==> src/rtl/mipi_csi_rx_pkg.sv <==
// Shared definitions for the MIPI CSI RX path: deskew FSM states and the
// skew counter width helper used by the deskew stage and its lane delays.
package mipi_csi_rx_pkg;

   typedef enum logic [2:0] {
      DS_IDLE      = 3'd0,
      DS_ARM       = 3'd1,
      DS_ALIGNED   = 3'd2,
      DS_WAIT_IDLE = 3'd3,
      DS_ERROR     = 3'd4
   } deskew_state_e;

   // Width of a counter that must hold 0..max_skew inclusive.
   function automatic int skew_cnt_w(input int max_skew);
      return (max_skew < 1) ? 1 : $clog2(max_skew + 1);
   endfunction

endpackage

==> src/rtl/mipi_csi_rx_lane_deskew_if.sv <==
// Lane bus between the byte aligners, the deskew stage and the packet decoder.
// master = upstream/downstream environment, slave = deskew stage.
interface mipi_csi_rx_lane_deskew_if #(
   parameter int MIPI_GEAR  = 16,
   parameter int MIPI_LANES = 4
);

   logic [MIPI_LANES-1:0]           bytes_valid_i;
   logic [MIPI_GEAR*MIPI_LANES-1:0] byte_i;
   logic [MIPI_GEAR*MIPI_LANES-1:0] lane_byte_o;
   logic                            lane_valid_o;
   logic                            skew_error_o;

   modport master (
      output bytes_valid_i,
      output byte_i,
      input  lane_byte_o,
      input  lane_valid_o,
      input  skew_error_o
   );

   modport slave (
      input  bytes_valid_i,
      input  byte_i,
      output lane_byte_o,
      output lane_valid_o,
      output skew_error_o
   );

endinterface

==> src/rtl/mipi_csi_rx_lane_delay.sv <==
// One lane's delay line: a free-running history of past bytes plus a tap
// mux selecting the byte delayed by tap_i clocks (0 = current byte).
module mipi_csi_rx_lane_delay
   import mipi_csi_rx_pkg::*;
#(
   parameter int MIPI_GEAR = 16,
   parameter int MAX_SKEW  = 7
) (
   input  logic                              clk_i,
   input  logic [MIPI_GEAR-1:0]              byte_i,
   input  logic [skew_cnt_w(MAX_SKEW)-1:0]   tap_i,
   output logic [MIPI_GEAR-1:0]              byte_o
);

   // hist_reg[i] holds byte_i delayed by i+1 clocks; contents need no reset.
   logic [MIPI_GEAR-1:0] hist_reg [MAX_SKEW];

   // First history stage captures the live byte every clock.
   always_ff @(posedge clk_i) begin
      hist_reg[0] <= byte_i;
   end

   genvar gi;
   generate
      for (gi = 1; gi < MAX_SKEW; gi++) begin : g_hist
         // Remaining stages shift unconditionally, independent of FSM state.
         always_ff @(posedge clk_i) begin
            hist_reg[gi] <= hist_reg[gi-1];
         end
      end
   endgenerate

   // Tap select; out-of-range taps fall back to the live byte.
   always_comb begin
      byte_o = byte_i;
      for (int i = 0; i < MAX_SKEW; i++) begin
         if (int'(tap_i) == i + 1) begin
            byte_o = hist_reg[i];
         end
      end
   end

endmodule

==> src/rtl/mipi_csi_rx_lane_deskew.sv <==
// Multi-lane deskew: measures inter-lane start skew at each HS burst, delays
// early lanes so every lane's sync byte lines up, and emits one coherent word
// with a single valid. Skew beyond MAX_SKEW flags skew_error_o for the burst.
module mipi_csi_rx_lane_deskew
   import mipi_csi_rx_pkg::*;
#(
   parameter int MIPI_GEAR  = 16,
   parameter int MIPI_LANES = 4,
   parameter int MAX_SKEW   = 7
) (
   input  logic                         clk_i,
   input  logic                         reset_i,
   mipi_csi_rx_lane_deskew_if.slave     bus
);

   localparam int SKEW_CNT_W = skew_cnt_w(MAX_SKEW);
   localparam int WORD_W     = MIPI_GEAR * MIPI_LANES;
   localparam logic [SKEW_CNT_W-1:0] CNT_LIMIT = SKEW_CNT_W'(MAX_SKEW);

   deskew_state_e state_reg, state_next;

   logic [MIPI_LANES-1:0][SKEW_CNT_W-1:0] cnt_reg, cnt_next;
   logic [MIPI_LANES-1:0][SKEW_CNT_W-1:0] tap_reg, tap_next;
   logic [MIPI_LANES-1:0][SKEW_CNT_W-1:0] tap_sel;

   logic [WORD_W-1:0] lane_byte_reg, lane_byte_next;
   logic              lane_valid_reg, lane_valid_next;
   logic              skew_error_reg, skew_error_next;

   logic [WORD_W-1:0]     delayed_word;
   logic [MIPI_LANES-1:0] lane_seen;
   logic [MIPI_LANES-1:0] lane_at_limit;
   logic                  all_high;
   logic                  any_high;
   logic                  lane_dropped;
   logic                  limit_hit;

   // Per-lane delay lines; tap_sel is the tap in force for the word being
   // registered this clock (measured counts on the alignment clock itself).
   genvar gi;
   generate
      for (gi = 0; gi < MIPI_LANES; gi++) begin : g_lane
         mipi_csi_rx_lane_delay #(
            .MIPI_GEAR (MIPI_GEAR),
            .MAX_SKEW  (MAX_SKEW)
         ) u_delay (
            .clk_i  (clk_i),
            .byte_i (bus.byte_i[gi*MIPI_GEAR +: MIPI_GEAR]),
            .tap_i  (tap_sel[gi]),
            .byte_o (delayed_word[gi*MIPI_GEAR +: MIPI_GEAR])
         );
      end
   endgenerate

   // Lane status summaries: which lanes have already started this burst,
   // and which active lanes would step past the skew limit this clock.
   always_comb begin
      lane_seen     = '0;
      lane_at_limit = '0;
      for (int k = 0; k < MIPI_LANES; k++) begin
         lane_seen[k]     = (cnt_reg[k] != '0);
         lane_at_limit[k] = bus.bytes_valid_i[k] && (cnt_reg[k] == CNT_LIMIT);
      end
   end

   assign all_high     = &bus.bytes_valid_i;
   assign any_high     = |bus.bytes_valid_i;
   assign lane_dropped = |(lane_seen & ~bus.bytes_valid_i);
   assign limit_hit    = |lane_at_limit;

   // Next-state, counter, tap and output decisions.
   always_comb begin
      state_next      = state_reg;
      cnt_next        = '0;
      tap_next        = tap_reg;
      tap_sel         = cnt_reg;
      lane_byte_next  = lane_byte_reg;
      lane_valid_next = 1'b0;
      skew_error_next = 1'b0;

      case (state_reg)
         DS_IDLE: begin
            if (all_high) begin
               // Counters are zero here, so the live bytes go straight out.
               state_next      = DS_ALIGNED;
               tap_next        = '0;
               lane_byte_next  = delayed_word;
               lane_valid_next = 1'b1;
            end else if (any_high) begin
               state_next = DS_ARM;
               for (int k = 0; k < MIPI_LANES; k++) begin
                  cnt_next[k] = SKEW_CNT_W'(bus.bytes_valid_i[k]);
               end
            end
         end

         DS_ARM: begin
            if (all_high) begin
               // Last lane arrived: freeze the measured skews as taps and
               // emit the sync word on this same clock.
               state_next      = DS_ALIGNED;
               tap_next        = cnt_reg;
               lane_byte_next  = delayed_word;
               lane_valid_next = 1'b1;
            end else if (lane_dropped) begin
               // An aligner was reset by LP; abandon the burst quietly.
               state_next = DS_IDLE;
            end else if (limit_hit) begin
               state_next      = DS_ERROR;
               skew_error_next = 1'b1;
            end else begin
               for (int k = 0; k < MIPI_LANES; k++) begin
                  cnt_next[k] = cnt_reg[k] + SKEW_CNT_W'(bus.bytes_valid_i[k]);
               end
            end
         end

         DS_ALIGNED: begin
            tap_sel = tap_reg;
            if (all_high) begin
               lane_byte_next  = delayed_word;
               lane_valid_next = 1'b1;
            end else begin
               state_next = DS_WAIT_IDLE;
            end
         end

         DS_WAIT_IDLE: begin
            if (!any_high) begin
               state_next = DS_IDLE;
            end
         end

         DS_ERROR: begin
            if (!any_high) begin
               state_next = DS_IDLE;
            end else begin
               skew_error_next = 1'b1;
            end
         end

         default: begin
            state_next = DS_IDLE;
         end
      endcase
   end

   // State, measurement and output registers with synchronous reset.
   always_ff @(posedge clk_i) begin
      if (reset_i) begin
         state_reg      <= DS_IDLE;
         cnt_reg        <= '0;
         tap_reg        <= '0;
         lane_byte_reg  <= '0;
         lane_valid_reg <= 1'b0;
         skew_error_reg <= 1'b0;
      end else begin
         state_reg      <= state_next;
         cnt_reg        <= cnt_next;
         tap_reg        <= tap_next;
         lane_byte_reg  <= lane_byte_next;
         lane_valid_reg <= lane_valid_next;
         skew_error_reg <= skew_error_next;
      end
   end

   assign bus.lane_byte_o  = lane_byte_reg;
   assign bus.lane_valid_o = lane_valid_reg;
   assign bus.skew_error_o = skew_error_reg;

endmodule

==> src/flat_wrapper.sv <==
// flat-port wrapper written by rule: the top's interface ports become plain ports
module mipi_csi_rx_lane_deskew_flat import mipi_csi_rx_pkg::*;
#(
   parameter int MIPI_GEAR  = 16,
   parameter int MIPI_LANES = 4,
   parameter int MAX_SKEW   = 7
)
  (clk_i, reset_i, bus_bytes_valid_i, bus_byte_i, bus_lane_byte_o, bus_lane_valid_o, bus_skew_error_o);
  mipi_csi_rx_lane_deskew_if #(.MIPI_GEAR(MIPI_GEAR), .MIPI_LANES(MIPI_LANES)) bus_i ();
  input  logic clk_i;
  input  logic reset_i;
  input wire logic [$bits(bus_i.bytes_valid_i)-1:0] bus_bytes_valid_i;
  input wire logic [$bits(bus_i.byte_i)-1:0] bus_byte_i;
  output wire logic [$bits(bus_i.lane_byte_o)-1:0] bus_lane_byte_o;
  output wire logic [$bits(bus_i.lane_valid_o)-1:0] bus_lane_valid_o;
  output wire logic [$bits(bus_i.skew_error_o)-1:0] bus_skew_error_o;
  assign bus_i.bytes_valid_i = bus_bytes_valid_i;
  assign bus_i.byte_i = bus_byte_i;
  assign bus_lane_byte_o = bus_i.lane_byte_o;
  assign bus_lane_valid_o = bus_i.lane_valid_o;
  assign bus_skew_error_o = bus_i.skew_error_o;
  mipi_csi_rx_lane_deskew #(.MIPI_GEAR(MIPI_GEAR), .MIPI_LANES(MIPI_LANES), .MAX_SKEW(MAX_SKEW)) u_core (.clk_i(clk_i), .reset_i(reset_i), .bus(bus_i));
endmodule
==> config.mk <==
export PLATFORM = sky130hd
export DESIGN_NAME = mipi_csi_rx_lane_deskew_flat
export DESIGN_NICKNAME = d
export VERILOG_FILES = /design/src/rtl/mipi_csi_rx_pkg.sv /design/src/rtl/mipi_csi_rx_lane_deskew_if.sv /design/src/rtl/mipi_csi_rx_lane_delay.sv /design/src/rtl/mipi_csi_rx_lane_deskew.sv /design/src/flat_wrapper.sv
export SDC_FILE = /design/constraint.sdc
export NUM_CORES = 1
export LEC_CHECK = 0
export BUFFER_PORTS_ARGS = -buffer_cell sky130_fd_sc_hd__buf_2
export CAP_MARGIN = 10
export CORE_MARGIN = 2
export CORE_UTILIZATION = 30
export CTS_CLUSTER_SIZE = 24
export DETAILED_ROUTE_END_ITERATION = 8
export PLACE_DENSITY = 0.49
export SYNTH_ARGS = -nofsm -noshare
export SYNTH_HDL_FRONTEND = slang
export SYNTH_SLANG_ARGS = --single-unit
==> constraint.sdc <==
create_clock -name clk_i -period 2.7 [get_ports clk_i]
set_input_delay 0.675 -clock clk_i [delete_from_list [all_inputs] [get_ports clk_i]]
set_output_delay 0.675 -clock clk_i [all_outputs]
set_load 0.02 [all_outputs]
**Word-level counts from Yosys, hierarchy flattened**

Memories as Yosys holds them, arrays and structs flattened.
Index checks and enable logic that the tools add are counted.

- Register bits: 93
- Latch bits: 0
- Bits in writable memories: 448
- Memory bits (read-only): 0
- Bits of input ports: 70
- Output and inout bits: 66
- Word-level logic and storage cells: 137
- Memories kept: 4

Memory list:

| name | depth | width | rd ports | clocked after Yosys merged registers in | wr ports | RTL line | RTL |
|---|---|---|---|---|---|---|---|
| u_core.g_lane[0].u_delay.hist_reg | 7 | 16 | 7 | 0 | 7 | mipi_csi_rx_lane_delay.sv:16 | `logic [MIPI_GEAR-1:0] hist_reg [MAX_SKEW];` |
| u_core.g_lane[1].u_delay.hist_reg | 7 | 16 | 7 | 0 | 7 | mipi_csi_rx_lane_delay.sv:16 |  |
| u_core.g_lane[2].u_delay.hist_reg | 7 | 16 | 7 | 0 | 7 | mipi_csi_rx_lane_delay.sv:16 |  |
| u_core.g_lane[3].u_delay.hist_reg | 7 | 16 | 7 | 0 | 7 | mipi_csi_rx_lane_delay.sv:16 |  |

- $add $sub $neg: 4
- $mul: 0
- Divide/modulo/power cells: 0
- Magnitude comparators: 0
- Equal/unequal tests: 42
- Shift operators: 0
- Mux-type cells: 52
- Bitwise gates (word level): 3
- Reduce and logical (&&, ||, !) cells: 20

Operators with widths:

| kind | number |
|---|---|
| 2-to-1 mux 16 bit | 28 |
| 2-to-1 mux 12 bit | 7 |
| equality test 3 bit, second input constant | 21 |
| one-hot mux 12 bit (2 select lines) | 2 |
| equality test 3 x 2 -> 1 bit, second input constant | 10 |
| 2-to-1 mux 3 bit | 7 |
| equality test 3 x 1 -> 1 bit, second input constant | 5 |
| adder 3 x 1 -> 3 bit | 4 |
| one-hot mux 3 bit (4 select lines) | 1 |
| nonzero test 3 bit | 4 |
| OR reduction 4 bit | 3 |
| 2-to-1 mux 10 bit | 1 |
| AND reduction 4 bit | 2 |
| 2-to-1 mux 1 bit | 5 |
| AND reduction 5 bit | 1 |
| bitwise AND 4 bit | 1 |
| logical AND 1 bit | 4 |
| inequality test 2 x 1 -> 1 bit, second input constant | 2 |
| inequality test 2 bit, second input constant | 2 |
| inequality test 4 x 1 -> 1 bit, second input constant | 1 |
| NOT 4 bit | 1 |
| OR reduction 2 bit | 2 |
| logical NOT 3 bit | 1 |
| inequality test 3 x 1 -> 1 bit, second input constant | 1 |
| 5 further kinds | 5 |

**Longest topological paths before layout**

- Word-level depth: 10
- Depth in mapped cells: 11
- Mapped depth without buffers: 8

**Cells and area by module**

From an unflattened synthesis, not the netlist that was laid out.

- Cells, all modules: 1,476
- Area total of the unflattened synthesis: 17,369.2 sq um

By module, submodules not included:

| module | instances | cells each | area each (sq um) | sequential area each (sq um) |
|---|---|---|---|---|
| mipi_csi_rx_lane_delay | 4 | 260 | 3,440.8 | 2,242.2 |
| mipi_csi_rx_lane_deskew | 1 | 436 | 3,606.0 | 1,861.8 |

**Least setup slack after synthesis**

Ideal clock, no wire load.

- Path kind: input-to-reg
- From: in bus_bytes_valid_i[0]
- To: reg u_core.lane_byte_reg[6] (netlist: u_core.bus.lane_byte_o[6])
- Setup time: 0.076 ns
- Arrival: 2.186 ns
- Data required time: 2.624 ns
- Setup slack: 0.438 ns
- Cell stages on the path: 8
- Path buffers: 1
- Path through: nand4_2 > a211oi_4 > nand2_1 > clkinv_1 > nand2_1 > buf_2 > o31a_1 > o22ai_1

- Word-level cells in the longest chain between the ends: 1

RTL lines:

| element | RTL line | RTL |
|---|---|---|
| start: declaration | flat_wrapper.sv:12 | `input wire logic [$bits(bus_i.bytes_valid_i)-1:0] bus_bytes_valid_i;` |
| AND reduction 5 bit (no source line) | - |  |
| end signal: assignment | mipi_csi_rx_lane_deskew.sv:161 | `lane_byte_reg <= lane_byte_next;` |
| end: declaration | mipi_csi_rx_lane_deskew.sv:26 | `logic [WORD_W-1:0] lane_byte_reg, lane_byte_next;` |

No other way between the ends.
A chain may end at the register's enable or synchronous reset.

**Final worst setup path**

- From: reg u_core.state_reg[2]
- To: reg u_core.lane_byte_reg[59] (netlist: u_core.bus.lane_byte_o[59])

- Word-level cells in the longest chain between the ends: 10
- Elaborated cells between the ends (all ways): 20
- Classes of those cells: 9 x eq/ne; 8 x mux; 3 x reduce/logical

RTL lines:

| element | RTL line | RTL |
|---|---|---|
| start: declaration | mipi_csi_rx_lane_deskew.sv:20 | `deskew_state_e state_reg, state_next;` |
| start signal: assignment | mipi_csi_rx_lane_deskew.sv:158 | `state_reg <= state_next;` |
| equality test 3 x 2 -> 1 bit | mipi_csi_rx_lane_deskew.sv:81 | `case (state_reg)` |
| 2-to-1 mux 12 bit | mipi_csi_rx_lane_deskew.sv:81 |  |
| equality test 3 x 2 -> 1 bit | mipi_csi_rx_lane_delay.sv:37 | `if (int'(tap_i) == i + 1) begin` |
| 2-to-1 mux 16 bit (7 in series) | mipi_csi_rx_lane_delay.sv:37 |  |

Several ways; a longest one is shown, not always the timed one.

==> run_summary.xml <==
<?xml version="1.0" encoding="UTF-8"?>
<metrics>
  <group name="run_status">
    <metric name="outcome" unit="">complete, no violations</metric>
  </group>
  <group name="power_and_ir_drop">
    <metric name="power_density" unit="nW/um^2">909.8</metric>
    <metric name="clock_power_share" unit="">0.409</metric>
    <metric name="p_int" unit="W">0.01439</metric>
    <metric name="power_frac_comb" unit="">0.148</metric>
    <metric name="power.net_switching" unit="W">0.005306</metric>
    <metric name="swShare" unit="">0.2693</metric>
    <metric name="sum_of_internal_switching_and_leakage_power" unit="W">0.01970</metric>
    <metric name="vdd.ir_drop.worst" unit="V">0.0005134</metric>
    <metric name="leakagePower" unit="nW">8.582</metric>
    <metric name="seq_power_share" unit="">0.442</metric>
  </group>
  <group name="setup_path">
    <metric name="arrival_time_at_the_worst_endpoint" unit="ps">3040</metric>
    <metric name="start_kind" unit="">register</metric>
    <metric name="cp_required" unit="ps">3240</metric>
    <metric name="timing.critical_path.fanout_max" unit="">19</metric>
    <metric name="timing_worst_setup_path_type" unit="">register to register</metric>
    <metric name="worstSetupEndpointType" unit="">register</metric>
  </group>
  <group name="yosys">
    <metric name="netlist_area" unit="um^2">17870</metric>
    <metric name="ys_warn_count" unit="">0</metric>
    <metric name="synthesis.area_per_instance" unit="um^2">10.63</metric>
    <metric name="synth.lib_cells_used.distinct" unit="">85</metric>
    <metric name="ys_ff_latch" unit="">541</metric>
    <metric name="mapped_cells" unit="">1681</metric>
    <metric name="synth_enable_flop_cells" unit="">0</metric>
    <metric name="dominantRegCellSynth" unit="">sky130_fd_sc_hd__dfxtp_1</metric>
    <metric name="seq_area_frac_synth" unit="">0.6060</metric>
    <metric name="async_reset_ff_frac" unit="">0</metric>
    <metric name="syn-num-nets" unit="">1759</metric>
  </group>
  <group name="clock_tree">
    <metric name="cts.clk_slew.worst_paths" unit="ps">60</metric>
    <metric name="clock_tree_from_tritoncts" unit="">built</metric>
    <metric name="htree_levels" unit="">2</metric>
    <metric name="clock_latency" unit="ps">610</metric>
    <metric name="cts_buffers" unit="">57</metric>
    <metric name="postCtsResizedCells" unit="">0</metric>
    <metric name="clock_path_buffers" unit="">3</metric>
    <metric name="postCtsSetupBuffers" unit="">0</metric>
    <metric name="cts.root.buffer_cell" unit="">sky130_fd_sc_hd__clkbuf_16</metric>
    <metric name="numClockSinks" unit="">541</metric>
    <metric name="hold_buffers" unit="">0</metric>
  </group>
  <group name="routing">
    <metric name="detail_route.wirelength" unit="um">51440</metric>
    <metric name="vias" unit="">13460</metric>
    <metric name="ant_nets" unit="">0</metric>
    <metric name="drc" unit="">0</metric>
    <metric name="wl_per_cell" unit="um">19.32</metric>
    <metric name="detailedRoute.firstIterationViolations" unit="">801</metric>
    <metric name="detail_route.vias_per_cell" unit="">5.053</metric>
    <metric name="detailedRoute.firstPassIterationCount" unit="">7</metric>
  </group>
  <group name="run">
    <metric name="count_of_max_cap_constraint_violations" unit="">0</metric>
  </group>
  <group name="sta">
    <metric name="worst_pin_slew" unit="ps">1108</metric>
    <metric name="final_min_period_over_clock_period" unit="">0.9257</metric>
    <metric name="fin_crit" unit="ps">2499</metric>
    <metric name="endpoints_failing_hold" unit="">0</metric>
    <metric name="setup_viol" unit="">0</metric>
    <metric name="setup_tns" unit="ps">0</metric>
    <metric name="finalClockSkew" unit="ps">18.48</metric>
    <metric name="slew_viol_final" unit="">0</metric>
    <metric name="setup_repair_after_global_routing_missed_its_margin" unit="">no</metric>
    <metric name="max_clock_freq" unit="MHz">400.1</metric>
    <metric name="relSlewSlack" unit="">0.2590</metric>
  </group>
  <group name="floorplan">
    <metric name="effective_utilization_at_floorplan" unit="">0.3034</metric>
    <metric name="chipHeight" unit="um">248.1</metric>
    <metric name="coreArea" unit="um^2">58910</metric>
    <metric name="ioPinCount" unit="">136</metric>
    <metric name="number_of_rows_created_at_floorplan" unit="">89</metric>
    <metric name="design.die.area" unit="um^2">61540</metric>
    <metric name="dieWidth" unit="um">248.1</metric>
  </group>
  <group name="cells_and_area">
    <metric name="nets_finish" unit="">1919</metric>
    <metric name="design_area" unit="um^2">21650</metric>
    <metric name="area_delta_synth_final" unit="%">21.16</metric>
    <metric name="final_layout_size_suffix_gt1_frac" unit="">0.1969</metric>
    <metric name="largest_reg_flops" unit="">448</metric>
    <metric name="layout.core_utilization" unit="">0.3676</metric>
  </group>
  <group name="place">
    <metric name="post-dp-hpwl" unit="um">32590</metric>
    <metric name="io_buffer_count" unit="">135</metric>
    <metric name="dpl-instance-area" unit="um^2">19680</metric>
    <metric name="finalWeightedCongestion" unit="">0.7588</metric>
  </group>
  <group name="grt">
    <metric name="initial_antenna_violation_count" unit="">4</metric>
    <metric name="first_global_vias" unit="">13820</metric>
    <metric name="grt_first_pass_wirelength" unit="um">79520</metric>
    <metric name="grt_util_all_layers" unit="">0.1657</metric>
    <metric name="largest_net_degree_at_the_start_of_global_routing" unit="">45</metric>
    <metric name="grt_overflow_total" unit="">0</metric>
  </group>
  <group name="hold_path">
    <metric name="hp_class" unit="">primary input to register</metric>
  </group>
</metrics>
-- synth_stat cells (8+ instances only) --
cell type / number / area, um^2
sky130_fd_sc_hd__a21oi_1: 148 / 740.7
sky130_fd_sc_hd__a221o_1: 17 / 170.2
sky130_fd_sc_hd__a221oi_1: 14 / 122.6
sky130_fd_sc_hd__a22o_1: 11 / 96.34
sky130_fd_sc_hd__buf_2: 31 / 155.2
sky130_fd_sc_hd__buf_4: 10 / 75.07
sky130_fd_sc_hd__buf_6: 8 / 90.09
sky130_fd_sc_hd__clkbuf_1: 60 / 225.2
sky130_fd_sc_hd__dfxtp_1: 541 / 10830
sky130_fd_sc_hd__ha_1: 8 / 100.1
sky130_fd_sc_hd__inv_1: 26 / 97.59
sky130_fd_sc_hd__mux2_2: 13 / 146.4
sky130_fd_sc_hd__mux2i_1: 19 / 190.2
sky130_fd_sc_hd__nand2_1: 103 / 386.6
sky130_fd_sc_hd__nand2b_1: 9 / 56.30
sky130_fd_sc_hd__nand3_1: 40 / 200.2
sky130_fd_sc_hd__nor2_1: 107 / 401.6
sky130_fd_sc_hd__nor2b_1: 15 / 93.84
sky130_fd_sc_hd__nor3_1: 24 / 120.1
sky130_fd_sc_hd__nor3b_1: 10 / 75.07
sky130_fd_sc_hd__o211ai_1: 13 / 97.59
sky130_fd_sc_hd__o21ai_0: 116 / 580.6
sky130_fd_sc_hd__o221ai_1: 27 / 236.5
sky130_fd_sc_hd__o22ai_1: 109 / 681.9
sky130_fd_sc_hd__o2bb2ai_1: 26 / 227.7
sky130_fd_sc_hd__o31a_1: 14 / 122.6
sky130_fd_sc_hd__o31ai_1: 17 / 127.6
sky130_fd_sc_hd__o32ai_1: 14 / 122.6
-- layer usage --
layer | global-route usage | up-vias | wire length [um]
li1 | - | 6533 | -
met1 | 0.2259 | 6556 | 24120
met2 | 0.2653 | 287 | 23560
met3 | 0.03221 | 74 | 2832
met4 | 0.04914 | 6 | 894
met5 | 0 | - | 36
-- placed cells by master (no fill, tap or decap), types with 40 or more instances in the layout --
| cell | Yosys | routed |
|---|---|---|
| sky130_fd_sc_hd__nand3_1 | 40 | 40 |
| sky130_fd_sc_hd__dfxtp_1 | 541 | 541 |
| sky130_fd_sc_hd__nand2_1 | 103 | 103 |
| sky130_fd_sc_hd__buf_2 | 31 | 135 |
| sky130_fd_sc_hd__o21ai_0 | 116 | 116 |
| sky130_fd_sc_hd__clkbuf_16 | 0 | 57 |
| sky130_fd_sc_hd__a21oi_1 | 148 | 148 |
| sky130_fd_sc_hd__nor2_1 | 107 | 106 |
| sky130_fd_sc_hd__o22ai_1 | 109 | 109 |
| sky130_fd_sc_hd__buf_4 | 10 | 71 |
-- kinds of logic (layout without fill, tap and decap cells) --
group / count (synthesis) / after routing / share of synthesized area
other: 0 / 1 / 0
AO/OA/AOI/OAI: 595 / 595 / 0.2238
multiplexers: 46 / 46 / 0.03325
AND/OR/NAND/NOR: 343 / 343 / 0.08982
flip-flops: 541 / 541 / 0.6060
adder cells (fa/ha/maj): 10 / 10 / 0.006721
XOR/XNOR: 5 / 5 / 0.002450
buffers and inverters: 141 / 349 / 0.03794
-- cell type report --
class | count | area [um^2]
Sequential cell | 541 | 10830
Clock buffer | 84 | 1688
Antenna cell | 1 | 2.502
Timing Repair Buffer | 215 | 1389
Inverter | 27 | 101.3
Clock inverter | 23 | 280.3
Fill cell | 5842 | 37250
Tap cell | 773 | 967.2
Multi-Input combinational cell | 999 | 6395
-- final timing paths --
check	startpoint	cells after the start	to	slack [ps]
worst max-delay path	u_core.state_reg[2]$_SDFFE_PP0P_	7	u_core.bus.lane_byte_o[59]$_SDFFE_PP0P_	200
worst min-delay path	bus_byte_i[52]	1	u_core.g_lane[3].u_delay.hist_reg[0][4]$_DFF_P_	180
worst max register to register	u_core.state_reg[2]$_SDFFE_PP0P_	7	u_core.bus.lane_byte_o[59]$_SDFFE_PP0P_	200
worst min register to register	u_core.g_lane[3].u_delay.hist_reg[0][3]$_DFF_P_	0	u_core.g_lane[3].u_delay.hist_reg[1][3]$_DFF_P_	340
-- power by group through the flow --
stage | clock [W] | combinational, W | sequential (W)
after floorplan | 0 | 0.00192 | 0.00884
after global placement | 0 | 0.00292 | 0.00887
after detailed placement | 0 | 0.00292 | 0.00889
after CTS | 0.00828 | 0.00294 | 0.00871
after global routing | 0.00861 | 0.00321 | 0.00877
final | 0.00807 | 0.00292 | 0.00872
-- stage by stage --
step,instances,worst slack [ps],hold WS [ps]
finish,2663,200.6,175.5
global route,2662,86.79,141.7
CTS,2662,173.3,133.2
detailed placement,2555,71.22,332.4
global placement,2555,97.03,329.4
floorplan,1681,438.0,325.9
-- worst max-delay path, stage by stage, from the launching register on --
cell and delay, ps:
sky130_fd_sc_hd__dfxtp_1 320, sky130_fd_sc_hd__or3b_4 580, sky130_fd_sc_hd__buf_12 240, sky130_fd_sc_hd__mux2_2 320, sky130_fd_sc_hd__nand2b_4 310, sky130_fd_sc_hd__a21oi_1 70, sky130_fd_sc_hd__a2111oi_1 450, sky130_fd_sc_hd__a211o_1 150
Power figures use the tool's default switching activity.
